<file path="src/rtl/btb_update_queue.sv">
// In-order update queue feeding the BTB's single write port.
// Define BTB_UPD_MERGE_EN to coalesce queued updates that share a start address.
module btb_update_queue #(
  parameter int VADDR_W = 39,
  parameter int ENTRY_W = 64,
  parameter int DEPTH   = 4
) (
  input  logic                     clk,
  input  logic                     rst,
  input  logic                     enq_valid,
  output logic                     enq_ready,
  input  logic [VADDR_W-1:0]       enq_start_addr,
  input  logic [ENTRY_W-1:0]       enq_entry,
  output logic                     upd_valid,
  input  logic                     upd_ready,
  output logic [VADDR_W-1:0]       upd_start_addr,
  output logic [ENTRY_W-1:0]       upd_entry,
  output logic [$clog2(DEPTH):0]   count
);

  localparam int PW = $clog2(DEPTH);
  localparam logic [PW:0] PTR_ONE = {{PW{1'b0}}, 1'b1};

  logic [PW:0]          head_q, head_d, tail_q, tail_d;
  logic [DEPTH-1:0]     vld_q, vld_d;
  logic [VADDR_W-1:0]   addr_q  [DEPTH];
  logic [VADDR_W-1:0]   addr_d  [DEPTH];
  logic [ENTRY_W-1:0]   entry_q [DEPTH];
  logic [ENTRY_W-1:0]   entry_d [DEPTH];

  logic [PW-1:0] head_idx, tail_idx;
  logic          full, empty;
  logic          enq_fire, deq_fire, merge_hit, store;

  assign head_idx = head_q[PW-1:0];
  assign tail_idx = tail_q[PW-1:0];
  assign empty    = (head_q == tail_q);
  assign full     = (head_q[PW] != tail_q[PW]) && (head_idx == tail_idx);
  assign count    = tail_q - head_q;

  assign enq_ready      = ~full;
  assign upd_valid      = ~empty;
  assign upd_start_addr = empty ? '0 : addr_q[head_idx];
  assign upd_entry      = empty ? '0 : entry_q[head_idx];

  assign enq_fire = enq_valid & enq_ready;
  assign deq_fire = upd_valid & upd_ready;

`ifdef BTB_UPD_MERGE_EN
  logic [DEPTH-1:0] match;
  logic [PW-1:0]    merge_idx;

  // A head leaving this cycle is not a merge target; the request appends instead.
  for (genvar gi = 0; gi < DEPTH; gi++) begin : g_match
    assign match[gi] = vld_q[gi] && (addr_q[gi] == enq_start_addr) &&
                       !(deq_fire && (head_idx == PW'(gi)));
  end

  always_comb begin
    merge_idx = '0;
    for (int i = 0; i < DEPTH; i++) begin
      if (match[i]) merge_idx = PW'(i);
    end
  end

  assign merge_hit = enq_fire & enq_entry[0] & (|match);
`else
  assign merge_hit = 1'b0;
`endif

  assign store = enq_fire & enq_entry[0] & ~merge_hit;

  always_comb begin
    head_d  = head_q;
    tail_d  = tail_q;
    vld_d   = vld_q;
    addr_d  = addr_q;
    entry_d = entry_q;
    if (deq_fire) begin
      vld_d[head_idx] = 1'b0;
      head_d          = head_q + PTR_ONE;
    end
    // Store and dequeue never share a slot: that needs empty or full.
    if (store) begin
      vld_d[tail_idx]   = 1'b1;
      addr_d[tail_idx]  = enq_start_addr;
      entry_d[tail_idx] = enq_entry;
      tail_d            = tail_q + PTR_ONE;
    end
`ifdef BTB_UPD_MERGE_EN
    if (merge_hit) entry_d[merge_idx] = enq_entry;
`endif
  end

  always_ff @(posedge clk or negedge rst) begin
    if (!rst) begin
      head_q <= '0;
      tail_q <= '0;
      vld_q  <= '0;
      for (int i = 0; i < DEPTH; i++) begin
        addr_q[i]  <= '0;
        entry_q[i] <= '0;
      end
    end else begin
      head_q  <= head_d;
      tail_q  <= tail_d;
      vld_q   <= vld_d;
      addr_q  <= addr_d;
      entry_q <= entry_d;
    end
  end

endmodule

</file>
<file path="config.mk">
export PLATFORM = sky130hd
export DESIGN_NAME = btb_update_queue
export DESIGN_NICKNAME = d
export VERILOG_FILES = /design/src/rtl/btb_update_queue.sv
export SDC_FILE = /design/constraint.sdc
export NUM_CORES = 1
export LEC_CHECK = 0
export BUFFER_PORTS_ARGS = -buffer_cell sky130_fd_sc_hd__buf_2
export CELL_PAD_IN_SITES_DETAIL_PLACEMENT = 1
export CELL_PAD_IN_SITES_GLOBAL_PLACEMENT = 1
export CORE_ASPECT_RATIO = 1.1
export CORE_MARGIN = 2
export CORE_UTILIZATION = 45
export CTS_CLUSTER_DIAMETER = 150
export DETAILED_ROUTE_END_ITERATION = 7
export PLACE_DENSITY = 0.77
export SYNTH_ARGS = -nofsm -noshare
export SYNTH_HDL_FRONTEND = slang
export SYNTH_SLANG_ARGS = --single-unit
</file>
<file path="constraint.sdc">
create_clock -name clk -period 3.8 [get_ports clk]
set_input_delay 0.38 -clock clk [delete_from_list [all_inputs] [get_ports clk]]
set_output_delay 0.38 -clock clk [all_outputs]
set_load 0.02 [all_outputs]
</file>
# After elaboration in Yosys (flattened, before gate mapping)
# Cells that the tools add are included.
[op_classes]
add_sub_neg = 3
multipliers = 0
div = 0
n_lt_le_gt_ge = 3
eq_ne = 3
shifts = 0
n_mux = 14
bitwise = 7
n_reduce_logical = 2
[op_table]
columns = ["operator", "n"]
rows = [
  ["$bwmux W256", 1],
  ["$mux W64", 4],
  ["$bwmux W156", 1],
  ["$mux W39", 4],
  ["$bmux W64 S2", 1],
  ["$demux W64 S2", 1],
  ["$bmux W39 S2", 1],
  ["$demux W39 S2", 1],
  ["$add A3 B1 Y3 const B", 2],
  ["$ge A3 B3 Y1 const B", 2],
  ["$not A2 Y3", 2],
  ["$and A1 B1 Y1", 3],
  ["$eq A3 B3 Y1", 1],
  ["$lt A3 B1 Y1 const B", 1],
  ["$sub A3 B3 Y3", 1],
  ["$eq A2 B2 Y1", 1],
  ["$logic_and A1 B1 Y1", 2],
  ["$not A1 Y1", 2],
  ["$ne A1 B1 Y1", 1],
]
[word_totals]
register_bits = 418
latchBits = 0
ram_bits = 0
mem_bits_ro = 0
inputBits = 107
output_inout_bits = 108
wordCells = 42
n_memories = 0

# Depth between registers and ports, before layout
# Gate-level depths: netlist (run 1).
[depth]
ltp_word = 6
depth_mapped = 11

# Least setup slack after synthesis (run 1)
# OpenSTA, ideal clock, no wires.
[synth_timing]
path_type = "register to output"
start = "reg head_q[1]"
end = "out upd_entry[0]"
arrival_ns = 2.415
required_ns = 3.420
setup_slack_ns = 1.005
path_stages_with_launch = 12
cell_sequence = "dfrtp_1 > clkbuf_1 > buf_2 > buf_2 > inv_1 > ha_1 > and2_0 > clkbuf_1 > nand2_1 > clkbuf_1 > clkbuf_1 > and2_1"
[synth_between]
elab_chain_len = 5
[synth_rtl]
columns = ["item", "line", "rtl"]
rows = [
  ["from (decl)", "24", "logic [PW:0] head_q, head_d, tail_q, tail_d;"],
  ["from (signal assigned)", "97", "head_q <= '0;"],
  ["from (signal assigned)", "105", "head_q <= head_d;"],
  ["$not A2 Y3 (not written as such)", "44", "assign upd_entry = empty ? '0 : entry_q[head_idx];"],
  ["$bmux W64 S2", "44", ""],
  ["$mux W64 (not written as such) (2 in a row)", "44", ""],
  ["$mux W64 (*)", "44", ""],
  ["to (decl)", "17", "output logic [ENTRY_W-1:0] upd_entry,"],
]
# Every way passes the cells marked *; elsewhere a longest branch is shown, timed or not. The select of a mux whose other input is x is not followed.

# Final worst setup path (run 1)
[layout_timing]
start = "reg tail_q[0]"
end = "out upd_entry[37]"
[layout_between]
elab_chain_len = 2
[layout_rtl]
columns = ["item", "line", "rtl"]
rows = [
  ["from (decl)", "24", ""],
  ["from (signal assigned)", "106", "tail_q <= tail_d;"],
  ["$eq A3 B3 Y1", "37", "assign empty = (head_q == tail_q);"],
  ["$mux W64", "44", ""],
]
# Every way passes these cells.

==> results of run 1 <==
[final cells by class]
| type | count | area (um2) | area share (%) |
|---|---|---|---|
| multi-input combinational | 652 | 7930 | 36.1 |
| timing repair buffer | 235 | 1390 | 6.32 |
| antenna | 6 | 15.0 | 0.0682 |
| inverter | 5 | 18.8 | 0.0853 |
| clock inverter | 15 | 110 | 0.500 |
| clock buffer | 68 | 1370 | 6.20 |
| tap | 560 | 701 | 3.18 |
| sequential | 418 | 10500 | 47.6 |
[power by group]
part	internal, mW	switching [mW]
Sequential	6.71	1.13
Combinational	5.15	5.30
Clock	2.55	1.77
[sequential cells by signal, summed over array words and instances (netlist names)]
register and cells:
entry_q 256, head_q 3, addr_q 156, tail_q 3
[synth_stat cells]
master | count | area, um2
and2_0 | 1 | 6.26
a21oi_1 | 1 | 5.00
or2_2 | 1 | 6.26
nand3_1 | 1 | 5.00
mux2_2 | 203 | 2290
o21ai_0 | 2 | 10.0
inv_1 | 5 | 18.8
a211o_1 | 1 | 8.76
mux2_1 | 207 | 2330
ha_1 | 7 | 87.6
buf_2 | 27 | 135
buf_4 | 16 | 120
buf_6 | 14 | 158
dfrtp_1 | 418 | 10500
xnor2_2 | 1 | 16.3
o211ai_2 | 3 | 37.5
xnor2_1 | 3 | 26.3
nand2b_1 | 3 | 18.8
clkbuf_1 | 21 | 78.8
mux4_2 | 103 | 2320
nor3_1 | 2 | 10.0
xor2_1 | 1 | 8.76
and2_1 | 104 | 651
nand4_1 | 1 | 6.26
o311ai_0 | 1 | 8.76
fa_1 | 1 | 20.0
nand2_1 | 5 | 18.8
buf_1 | 2 | 7.51
[worst max-delay path by stage]
stage | cells after the start | start | endpoint | slack, ns
2_1_floorplan | 11 | head_q[1] | upd_entry[0] | 1.01
3_3_place_gp | 7 | tail_q[0] | upd_entry[17] | 1.08
3_5_place_dp | 7 | tail_q[0] | upd_entry[37] | 0.95
4_1_cts | 7 | tail_q[0] | upd_entry[37] | 0.36
5_1_grt | 7 | tail_q[0] | upd_entry[37] | 0.16
6_report | 7 | tail_q[0] | upd_entry[37] | 0.44
[metal layers]
metal  wire, um  global-route usage (%)  share of wire [%]  vias up
li1           -                       -                  -     4631
met1      18500                    26.7                 43     5674
met2      21600                    34.8                 50      187
met3       2070                    4.48                4.8       55
met4        570                    4.48                1.3       10
met5         55                       0               0.13        -
[per-stage QoR]
| stage | area, um2 | setup slack [ns] | total power [mW] | std cells |
|---|---|---|---|---|
| 2_1_floorplan | 18900 | 1.01 | 15.2 | 1155 |
| 3_3_place_gp | 20500 | 1.08 | 18.1 | 1869 |
| 3_5_place_dp | 20500 | 0.952 | 18.5 | 1869 |
| 4_1_cts | 22000 | 0.363 | 23.0 | 1953 |
| 5_1_grt | 22000 | 0.162 | 24.1 | 1955 |
| 6_report | 22000 | 0.443 | 22.6 | 1959 |
[what timing repair did]
action                                  CTS  global route
hold endpoints to repair                 91             0
endpoints found under the setup margin    0             0
hold buffers                              1             0
setup buffers                             0             0
gates resized for setup                   0             0
[kinds of logic after synthesis]
family / Yosys count / share of synthesized area, %
AO/OA/AOI/OAI: 8 / 0.371
AND/OR/NAND/NOR: 118 / 3.83
XOR/XNOR: 5 / 0.272
flip-flops: 418 / 55.4
multiplexers: 513 / 36.8
buffers and inverters: 85 / 2.75
adder cells (fa/ha/maj): 8 / 0.570
[critical path: stages (launching register included)]
cell and delay, ns:
dfrtp_1 0.41, inv_1 0.10, ha_1 0.32, and2_0 0.44, nand2_4 0.46, buf_4 0.39
and2_1 0.16, buf_2 0.15
[cell usage in the layout, fill, tap and decap left out, types with 4 or more instances in the layout]
cell       netlist  final
and2_1         104    104
clkinv_2         0     12
mux2_2         203    203
ha_1             7      7
buf_2           27    213
inv_1            5      5
clkbuf_1        21     10
mux2_1         207    207
clkbuf_16        0     47
buf_4           16      8
diode_2          0      6
nand2_1          5      4
clkbuf_8         0     11
mux4_2         103    103
buf_12           0     12
dfrtp_1        418    416
==> impl_metrics.json, run 1 <==
{
  "outcome": "finished clean",
  "num-fill-cells": 3960,
  "slew_violations": 0,
  "rr_endpoint": "addr_q[66]",
  "cts_max_path_buffers": 3,
  "wire_per_inst_um": 21.8,
  "r2r_slack_ns": 1.31,
  "die_w_um": 199,
  "core_mm2": 0.0413,
  "drt_pre_antenna_iters": 4,
  "die_y_um": 219,
  "finalCriticalPeriod_ns": 3.36,
  "grt_overflow": 0,
  "viasPerCell": 5.39,
  "htreeDepth": 2,
  "ff2ff_path_depth": 6,
  "hp-class": "primary input to flip-flop",
  "grt_max_degree": 127,
  "relSlewSlack_pct": 38.1,
  "numCtsBuffers": 45,
  "clk_latency_ns": 0.55,
  "num_vias": 10557,
  "grt_pass1_vias": 11931,
  "cts.sinks": 418,
  "synth_cell_type_count": 28,
  "path_clk_slew_ns": 0.06,
  "root_buffer": "clkbuf_16",
  "io_buffers": 214,
  "ios": 215,
  "fin_setup_tns_ns": 0,
  "dieArea_mm2": 0.0436,
  "cellLeakagePower_nw": 9.68,
  "ys_ff_latch": 418,
  "min_delay_path_depth": 2,
  "drt-initial-drc-count": 347,
  "r2r_start": "tail_q[0]",
  "cp.required_ns": 3.42,
  "setup_viol": 0,
  "avgSynthCellArea_um2": 16.3,
  "critPathArrivalTime_ns": 2.98,
  "start_util_pct": 45.7,
  "hold_violations": 0,
  "skew_ns": 0.0130,
  "ant_nets": 0,
  "drt_wl_total_mm": 42.8,
  "synth_cells": 1155,
  "rsz0062_at_grt": "false",
  "hold_slack_ns": 0.0776,
  "worstSetupPathType": "flip-flop to output pin",
  "min-delay-start": "enq_entry[49]",
  "layout.nets": 1472,
  "fmax_mhz": 298,
  "ys_seq_area_share_pct": 55.4,
  "remaining_drc_errors": 0,
  "grt_pass1_wl_mm": 68.6,
  "synth_nets": 1270,
  "ir_worst_vdd_uv": 740,
  "layout-drive-gt1-share_pct": 44.7,
  "path_max_fanout": 47,
  "drv_cap": 0,
  "start_kind": "flip-flop",
  "netlist_area_mm2": 0.0189,
  "dp_hpwl_mm": 25.5,
  "area_growth_pct": 16.6,
  "rows": 78,
  "cts_tree": "done",
  "worstMarginPinSlew_ns": 0.928,
  "ys_warn_count": 0,
  "powerDensity_mw_per_mm2": 1030,
  "holdPathEnd": "entry_q[241]",
  "gp_congestion": 0.713,
  "fin_util_pct": 53.3,
  "grt_usage_pct": 20.4,
  "antenna_found_initial": 10,
  "worstSetupEndpointType": "output pin",
  "period_share_pct": 88.3
}
Power figures use the tool's default switching activity.
==> run 2: changes to the inputs <==
PLACE_DENSITY = not set   (was 0.77)
PLACE_DENSITY_LB_ADDON = 0.1   (was not set)
==> run 2 against run 1 <==
Compared with the run above:
- cell count fell by 0.36%
- critical path depth unchanged
- sequential share of layout area shrank 0.057 points
- clock power rose by 0.9%
- via count about the same
- setup slack gained 0.064 ns
- critical path type unchanged
- largest power group unchanged
- highest routed layer unchanged
==> impl_metrics.json, run 2 (synthesis results as in run 1) <==
{
  "critPathMaxStageDelay_ns": 0.43,
  "drt-initial-drc-count": 278,
  "rsz0062_at_grt": "false",
  "gp_congestion": 0.709,
  "die_w_um": 199,
  "hp-class": "primary input to flip-flop",
  "fin_setup_tns_ns": 0,
  "ios": 215,
  "grt_usage_pct": 20.3,
  "root_buffer": "clkbuf_16",
  "worstMarginPinSlew_ns": 0.954,
  "dp_hpwl_mm": 24.7,
  "finalCriticalPeriod_ns": 3.29,
  "clk_latency_ns": 0.57,
  "cts.sinks": 418,
  "wl_met3_mm": 2.14,
  "rows": 78,
  "start_util_pct": 45.7,
  "wire_per_inst_um": 21.6,
  "outcome": "finished clean",
  "fin_cells": 1952,
  "layout-drive-gt1-share_pct": 44.2,
  "hold_violations": 0,
  "ir_worst_vdd_uv": 608,
  "numCtsBuffers": 46,
  "num-fill-cells": 3933,
  "cts_resized": 0,
  "antenna_found_initial": 9,
  "dp_cells": 1870,
  "viasPerCell": 5.41,
  "die_y_um": 219,
  "start_kind": "flip-flop",
  "grt_pass1_wl_mm": 67.5,
  "crit_slowest_cell": "dfrtp_1",
  "relSlewSlack_pct": 36.4,
  "grt_max_degree": 114,
  "skew_ns": 0.00714,
  "period_share_pct": 86.6,
  "area_growth_pct": 16.8,
  "num_vias": 10563,
  "cts_tree": "done",
  "largest_reg_flops": 256,
  "worstSetupEndpointType": "output pin",
  "fmax_mhz": 304,
  "setup_viol": 0,
  "ant_nets": 0,
  "drt_wl_total_mm": 42.1,
  "path_clk_slew_ns": 0.06,
  "mostFrequentLayoutCell": "dfrtp_1",
  "path_max_fanout": 40,
  "slew_violations": 0,
  "post-cts-setup-buffers": 0,
  "reg.largest.list": "entry_q x256, addr_q x156",
  "drt-met1-wl_mm": 18.2,
  "critPathArrivalTime_ns": 2.91,
  "cts_max_path_buffers": 3,
  "grt_overflow": 0,
  "top_layer": "met5",
  "worstPathCellList": "inv_1 -> ha_1 -> and2_0 -> nand2_4 -> buf_4 -> and2_1 -> buf_2",
  "powerDensity_mw_per_mm2": 1020,
  "core_mm2": 0.0413,
  "wl_met2_mm": 20.9,
  "dieArea_mm2": 0.0436,
  "worstSetupPathType": "flip-flop to output pin",
  "drv_cap": 0,
  "remaining_drc_errors": 0,
  "htreeDepth": 2,
  "layout.nets": 1474,
  "layout_common_cells": "416 x dfrtp_1, 213 x buf_2, 207 x mux2_1",
  "io_buffers": 214,
  "cellLeakagePower_nw": 9.68,
  "grt_pass1_vias": 11841,
  "cp.required_ns": 3.42,
  "regMostFlops": "entry_q",
  "drt_pre_antenna_iters": 4
}
## run 2: cell count changes in the layout (fill, tap and decap cells not counted)
| cell | delta |
|---|---|
| buf_12 | +1 |
| clkbuf_1 | +4 |
| clkbuf_16 | +2 |
| clkbuf_8 | +1 |
| clkinv_2 | -10 |
| clkinvlp_4 | +1 |
| diode_2 | -4 |
| inv_6 | -1 |
| inv_8 | -1 |
## run 2: final timing paths
| kind | start | to | slack (ns) | cells past startpoint |
|---|---|---|---|---|
| hold / removal | enq_entry[9] | entry_q[201] | 0.06 | 2 |
| setup reg to reg | tail_q[0] | addr_q[155] | 1.33 | 6 |
| min in group asynchronous | rst | entry_q[167] | 0.47 | 2 |
| max in group asynchronous | rst | addr_q[135] | 2.18 | 4 |
| hold reg to reg | entry_q[64] | entry_q[64] | 0.46 | 1 |
| setup / recovery | tail_q[0] | upd_entry[36] | 0.51 | 7 |
## run 2: where the power goes
part           total [mW]  switching [mW]  internal, mW
registers            7.80            1.08          6.71
clock network        4.36            1.72          2.64
logic                10.4            5.23          5.15
total                22.5            8.04          14.5
## run 2: metrics by stage
step	hold slack, ns	total power, mW	instance area, um2	setup WS, ns	utilization, %
3_3_place_gp	0.446	18.2	20500	1.13	49.7
3_5_place_dp	0.450	18.5	20500	1.04	49.7
6_report	0.0611	22.5	22000	0.508	53.4
4_1_cts	0.0275	23.0	22000	0.385	53.3
2_1_floorplan	0.0844	15.2	18900	1.01	-
5_1_grt	0.0495	24.1	22000	0.261	53.4
## run 2: repair_timing
| action | in CTS | in global routing |
|---|---|---|
| setup endpoints to repair | 0 | 0 |
| hold buffers | 1 | 0 |
| endpoints found under the hold margin | 107 | 0 |
## run 2: area by class of cell
class | instances | area, um2 | share of cell area (%)
antenna | 2 | 5.00 | 0.0227
clock buffer | 75 | 1440 | 6.55
clock inverter | 4 | 47.5 | 0.216
inverter | 5 | 18.8 | 0.0852
multi-input combinational | 652 | 7930 | 36.0
sequential | 418 | 10500 | 47.5
tap | 560 | 701 | 3.18
timing repair buffer | 236 | 1410 | 6.41
## run 2: per-layer routing
| metal | track usage [%] | up-vias |
|---|---|---|
| li1 | - | 4628 |
| met5 | 0 | - |
| met1 | 27.0 | 5667 |
| met4 | 5.37 | 12 |
| met2 | 33.8 | 188 |
| met3 | 4.26 | 68 |
## run 2: critical path: cells and delay by family, from the launching register on
family,cells,cell delay [ns]
AND/OR/NAND/NOR,3,0.98
buffers and inverters,3,0.60
flip-flops,1,0.43
adder cells (fa/ha/maj),1,0.32
